## src/rtl/pwm_duty_ctrl.sv

```systemverilog
// pwm_duty_ctrl
//   Turns two raw push-buttons into the 4-bit duty code for the PWM stage.
//   Each button is synchronised, debounced and auto-repeated. The resulting
//   step requests drive a saturating up/down target. The target is copied to
//   the PWM-facing code only on the PWM period-wrap strobe, so a PWM period
//   never sees a mid-period duty change.
//
// Ports
//   clk          : single clock, rising edge
//   rst          : synchronous active-high reset
//   btn_up       : raw asynchronous increment button, active-high
//   btn_dn       : raw asynchronous decrement button, active-high
//   frame_sync   : one-cycle strobe from the PWM stage at counter wrap
//   sw[3:0]      : duty code presented to the PWM stage
//   duty_pending : target differs from the presented code

// pwm_btn_chan
//   One button channel: 2-flop synchroniser, debouncer, press/auto-repeat
//   step generator.
//
// Ports
//   clk, rst : as above
//   btn_i    : raw button level
//   step_o   : one-cycle step request (press or repeat)
module pwm_btn_chan #(
  parameter int DB_CNT    = 50000,
  parameter int RPT_DELAY = 25000000,
  parameter int RPT_RATE  = 5000000
) (
  input  logic clk,
  input  logic rst,
  input  logic btn_i,
  output logic step_o
);
  localparam int DBW = $clog2(DB_CNT + 1);
  localparam int HW  = $clog2(RPT_DELAY + 1);

  // Counter value in the last cycle before it would hit DB_CNT.
  localparam logic [DBW-1:0] DB_LAST    = DBW'(DB_CNT - 1);
  localparam logic [HW-1:0]  RPT_MATCH  = HW'(RPT_DELAY);
  // Reloading to this value makes the hold count revisit RPT_MATCH exactly
  // RPT_RATE cycles later, so repeats continue for as long as the button
  // stays down without the counter ever overflowing.
  localparam logic [HW-1:0]  RPT_RELOAD = HW'(RPT_DELAY - RPT_RATE + 1);

  logic           s1_q, s2_q;
  logic           db_q, db_d;
  logic           db_prev_q;
  logic [DBW-1:0] db_cnt_q, db_cnt_d;
  logic [HW-1:0]  hold_q, hold_d;
  logic           press, rpt;

  always_comb begin
    db_d     = db_q;
    db_cnt_d = '0;
    if (s2_q != db_q) begin
      if (db_cnt_q == DB_LAST) db_d = s2_q;
      else                     db_cnt_d = db_cnt_q + DBW'(1);
    end
  end

  // Hold count is 0 on the press cycle (db was low the cycle before).
  always_comb begin
    hold_d = '0;
    if (db_q) hold_d = (hold_q == RPT_MATCH) ? RPT_RELOAD : hold_q + HW'(1);
  end

  assign press  = db_q & ~db_prev_q;
  assign rpt    = db_q & (hold_q == RPT_MATCH);
  assign step_o = press | rpt;

  always_ff @(posedge clk) begin
    if (rst) begin
      s1_q      <= 1'b0;
      s2_q      <= 1'b0;
      db_q      <= 1'b0;
      db_prev_q <= 1'b0;
      db_cnt_q  <= '0;
      hold_q    <= '0;
    end else begin
      s1_q      <= btn_i;
      s2_q      <= s1_q;
      db_q      <= db_d;
      db_prev_q <= db_q;
      db_cnt_q  <= db_cnt_d;
      hold_q    <= hold_d;
    end
  end
endmodule

module pwm_duty_ctrl #(
  parameter int DB_CNT    = 50000,
  parameter int RPT_DELAY = 25000000,
  parameter int RPT_RATE  = 5000000
) (
  input  logic       clk,
  input  logic       rst,
  input  logic       btn_up,
  input  logic       btn_dn,
  input  logic       frame_sync,
  output logic [3:0] sw,
  output logic       duty_pending
);
  localparam int NUM_BTN = 2;  // lane 0 = up, lane 1 = down

  logic [NUM_BTN-1:0] btn_raw;
  logic [NUM_BTN-1:0] step;
  logic [3:0]         tgt_q, tgt_d;
  logic [3:0]         sw_q, sw_d;

  assign btn_raw = {btn_dn, btn_up};

  for (genvar gi = 0; gi < NUM_BTN; gi++) begin : g_chan
    pwm_btn_chan #(
      .DB_CNT    (DB_CNT),
      .RPT_DELAY (RPT_DELAY),
      .RPT_RATE  (RPT_RATE)
    ) u_chan (
      .clk    (clk),
      .rst    (rst),
      .btn_i  (btn_raw[gi]),
      .step_o (step[gi])
    );
  end

  // Saturating up/down; simultaneous up and down cancel.
  always_comb begin
    tgt_d = tgt_q;
    unique case (step)
      2'b01:   if (tgt_q != 4'hF) tgt_d = tgt_q + 4'd1;
      2'b10:   if (tgt_q != 4'h0) tgt_d = tgt_q - 4'd1;
      default: tgt_d = tgt_q;
    endcase
  end

  // Takes the pre-step target, so a step landing on the strobe waits a frame.
  assign sw_d = frame_sync ? tgt_q : sw_q;

  always_ff @(posedge clk) begin
    if (rst) begin
      tgt_q <= 4'h0;
      sw_q  <= 4'h0;
    end else begin
      tgt_q <= tgt_d;
      sw_q  <= sw_d;
    end
  end

  assign sw           = sw_q;
  assign duty_pending = (tgt_q != sw_q);
endmodule

```

## config.mk

```make
export PLATFORM = sky130hd
export DESIGN_NAME = pwm_duty_ctrl
export DESIGN_NICKNAME = d
export VERILOG_FILES = /design/src/rtl/pwm_duty_ctrl.sv
export SDC_FILE = /design/constraint.sdc
export NUM_CORES = 1
export LEC_CHECK = 0
export ABC_AREA = 1
export CORE_ASPECT_RATIO = 1.25
export CORE_MARGIN = 1.5
export CORE_UTILIZATION = 35
export CTS_BUF_LIST = sky130_fd_sc_hd__clkbuf_4
export DETAILED_ROUTE_END_ITERATION = 7
export DONT_BUFFER_PORTS = 1
export GPL_TIMING_DRIVEN = 1
export SYNTH_ARGS = -nofsm -noshare
export SYNTH_HDL_FRONTEND = slang
export SYNTH_HIERARCHICAL = 1
export SYNTH_SLANG_ARGS = --single-unit
```

## constraint.sdc

```tcl
create_clock -name clk -period 5.1 [get_ports clk]
set_input_delay 0 -clock clk [delete_from_list [all_inputs] [get_ports clk]]
set_output_delay 0 -clock clk [all_outputs]
set_load 0.005 [all_outputs]
```

==> impl_metrics.py <==
metrics = {
    "outcome": {
        "status": "complete, no violations",
    },
    "logic_synthesis": {
        "syn_nets": 815,
        "synth_seq_area_share_pct": 37.0,
        "ys.flop_type": "dfxtp_1",
        "syn_avg_cell_area_sq_um": 6.61,
        "synthArstFlopShare_pct": 0,
        "synth-edff-count": 0,
        "synth_cells": 803,
        "yosysWarnings": 6,
        "synthesis.area_sq_um": 5310,
        "synth.distinct_cells": 28,
        "synth_top_cell_area_share_pct": 37.0,
        "synth_largest_area_cell": "dfxtp_1",
        "synthTopCellsByArea": "dfxtp_1 37%, nand2_1 13%, nor2_1 9.5%",
        "ys_ff_latch": 98,
    },
    "place": {
        "pre_cts_slack_ps": 2870,
        "dpl.hpwl_microns": 8300,
        "io_buffers": 0,
        "gp_congestion": 0.837,
    },
    "clocking": {
        "cts_setup_buffers": 0,
        "cts-root-buf": "clkbuf_4",
        "path_clk_slew_ps": 150,
        "cts_tree": "done",
        "cts_buffers": 9,
        "ctsHoldBuffers": 4,
        "cts_resized": 0,
        "htreeDepth": 3,
        "clock_latency_ps": 460,
        "clock_path_buffers": 2,
        "clock-sinks": 98,
    },
    "worst_setup_path": {
        "critPathMaxStageDelay_ps": 380,
        "path_class": "reg2reg",
        "startpoint": "g_chan[0].u_chan/hold_q[0]$_SDFF_PP0_",
        "arrival_ps": 2660,
        "end_kind": "flop",
        "critPathMaxFanout": 4,
        "worst-r2r-setup-slack_ps": 2820,
        "cpMostUsedCell": "nand2_1",
        "crit_required_ps": 5490,
        "worstReg2RegStart": "g_chan[0].u_chan/hold_q[0]$_SDFF_PP0_",
        "startpoint_type": "flop",
        "worstRegToRegCells": 18,
        "worst_path_max_delay_cell": "dfxtp_1",
        "timing.rr.end": "tgt_q[2]$_SDFFE_PP0P_",
        "cp_cell_sequence": "inv_1 -> ha_1 -> nand2_1 -> inv_1 -> nand2_1 -> nor2_1 -> nand3_2 -> a21oi_1 -> inv_1 -> nand2_1 -> nand2_1 -> nand2_1 -> inv_1 -> ha_1 -> inv_1 -> nand2_1 -> xor2_1 -> a21oi_1",
    },
    "global_routing": {
        "antenna_found_initial": 1,
        "grt_pass1_vias": 4415,
        "grt_pass1_wl_microns": 19400,
        "grt_usage_pct": 14.7,
        "grt_max_degree": 18,
        "overflow": 0,
    },
    "min_path": {
        "min_path_cells": 3,
        "min_from": "btn_up",
        "min_path_type": "in2reg",
        "hold_path_end": "g_chan[0].u_chan/s1_q$_SDFF_PP0_",
    },
    "drt": {
        "drt-total-wl_microns": 11200,
        "ant_nets": 0,
        "drtPass1Iterations": 5,
        "num_vias": 4742,
        "vias_per_cell": 4.74,
        "drc": 0,
        "first_iter_violations": 264,
        "routedWlPerCell_microns": 11.1,
    },
    "floorplan": {
        "rows": 50,
        "io_pins": 10,
        "initial_core_util_pct": 35.6,
        "coreArea_sq_um": 14900,
        "die_w_microns": 113,
        "die_h_microns": 141,
        "die_area_sq_um": 15900,
    },
    "sta": {
        "period_needed_ps": 2280,
        "tightest_slew_ps": 453,
        "setup_viol": 0,
        "layout_setup_ws_ps": 2820,
        "slew_headroom_pct": 69.7,
        "slew_viol_final": 0,
        "hold_ws_ps": 185,
        "fin_tns_setup_ps": 0,
        "rsz0062_at_grt": "no",
        "fmax_mhz": 439,
        "finalHoldViolations": 0,
        "fin_worst_skew_ps": 23.8,
        "fin_crit_sh_pct": 44.6,
    },
    "finish": {
        "layout-drive-gt1-share_pct": 8.44,
        "nets": 825,
        "area_growth_pct": 6.98,
    },
    "power": {
        "peakVddDrop_mv": 0.169,
        "seq_power_share_pct": 63.2,
        "total_power_mw": 1.22,
        "power_density_nw_per_um2": 215,
        "power.internal_uw": 930,
        "p_comb_share_pct": 1.3,
        "leakagePower_nw": 1.86,
        "switching_share_pct": 23.9,
        "clkPwrFrac_pct": 35.5,
        "p_sw_uw": 293,
    },
    "job": {
        "max_cap_violations": 0,
    },
}
through the flow:
stage / util (%) / cell area [sq um] / instances
finish: 38.1 / 5680 / 1001
floorplan: - / 5310 / 803
global placement: 36.9 / 5490 / 980
CTS: 38.1 / 5680 / 1000
global route: 38.1 / 5680 / 1001
detailed placement: 36.9 / 5490 / 980
state kept, by name (all words and copies together) (netlist names):
| name | flops |
|---|---|
| g_chan.u_chan/hold_q | 50 |
| g_chan.u_chan/db_cnt_q | 32 |
| sw | 4 |
| tgt_q | 4 |
| g_chan.u_chan/db_prev_q | 2 |
| g_chan.u_chan/db_q | 2 |
| g_chan.u_chan/s1_q | 2 |
| g_chan.u_chan/s2_q | 2 |
worst max path at each step:
stage                     cells after the start  slack (ps)                    end
after floorplan                              18        3020  tgt_q[2]$_SDFFE_PP0P_
after global placement                       18        2880  tgt_q[2]$_SDFFE_PP0P_
after detailed placement                     18        2870  tgt_q[2]$_SDFFE_PP0P_
after CTS                                    18        2810  tgt_q[2]$_SDFFE_PP0P_
after global routing                         18        2460  tgt_q[2]$_SDFFE_PP0P_
final                                        18        2820  tgt_q[2]$_SDFFE_PP0P_
metal layers:
metal	routed length [microns]	vias up	track usage [%]	share of wire [%]
met4	259	0	5.99	2.3
met5	0	-	0	0
met1	5360	2076	18.4	48
li1	-	2561	-	-
met2	5130	86	25.0	46
met3	403	19	2.67	3.6
cell families (layout without fill, tap and decap cells):
group           Yosys count  in the layout  synth area share, %
compound gates           75             75                 7.12
xor+xnor                 30             30                 4.95
fa+ha+maj                 7              7                 1.65
buf+inv                 126            141                 9.48
flops                    98             98                 37.0
other cells               0              1                    0
simple gates            467            467                 39.8
cell usage in the layout, fill, tap and decap left out, types with 2 or more instances in the layout:
master	synthesis	layout
dfxtp_1	98	98
o21ai_0	8	8
o21ai_1	9	9
nand2_1	182	182
nor2_1	135	135
xor2_1	14	14
nand2_4	4	4
nor2_4	6	6
nand3_1	58	58
clkinv_4	0	3
nand4_1	28	28
a31oi_1	2	2
nand2_2	11	11
nor2_2	11	11
nor3_1	19	19
inv_2	13	13
or2_0	4	4
xnor2_1	16	16
inv_1	107	107
a21oi_1	56	56
or2_2	2	2
clkbuf_4	0	9
dlygate4sd3_1	0	4
nand3_2	5	5
ha_1	7	7
critical path, delay by kind of cell, from the launching register on:
kind / cells / cell delay, ps
compound gates: 2 / 390
xor+xnor: 1 / 160
fa+ha+maj: 2 / 310
buf+inv: 5 / 300
flops: 1 / 380
simple gates: 8 / 680
power by group through the flow:
stage	logic [mW]	registers, mW	clock network [mW]
floorplan	0.0101	0.788	0
global placement	0.0113	0.789	0
detailed placement	0.0113	0.789	0
CTS	0.0158	0.773	0.458
global route	0.0183	0.774	0.478
finish	0.0156	0.773	0.434
layout make-up:
cell class              instances  area [sq um]
fillers                      1616          9210
multi-input cells             579          2840
flip-flops and latches         98          1960
inverters                     121           457
well taps                     182           228
clock inverters                 7          78.8
clock buffers                   9          67.6
repair buffers                  4          40.0
diodes                          1          2.50
synth_stat cells, types with 5 or more instances:
master and count:
a21oi_1 56, dfxtp_1 98, ha_1 7, inv_1 107, inv_2 13, nand2_1 182
nand2_2 11, nand3_1 58, nand3_2 5, nand4_1 28, nor2_1 135, nor2_2 11
nor2_4 6, nor3_1 19, o21ai_0 8, o21ai_1 9, xnor2_1 16, xor2_1 14
Power figures use the tool's default switching activity.
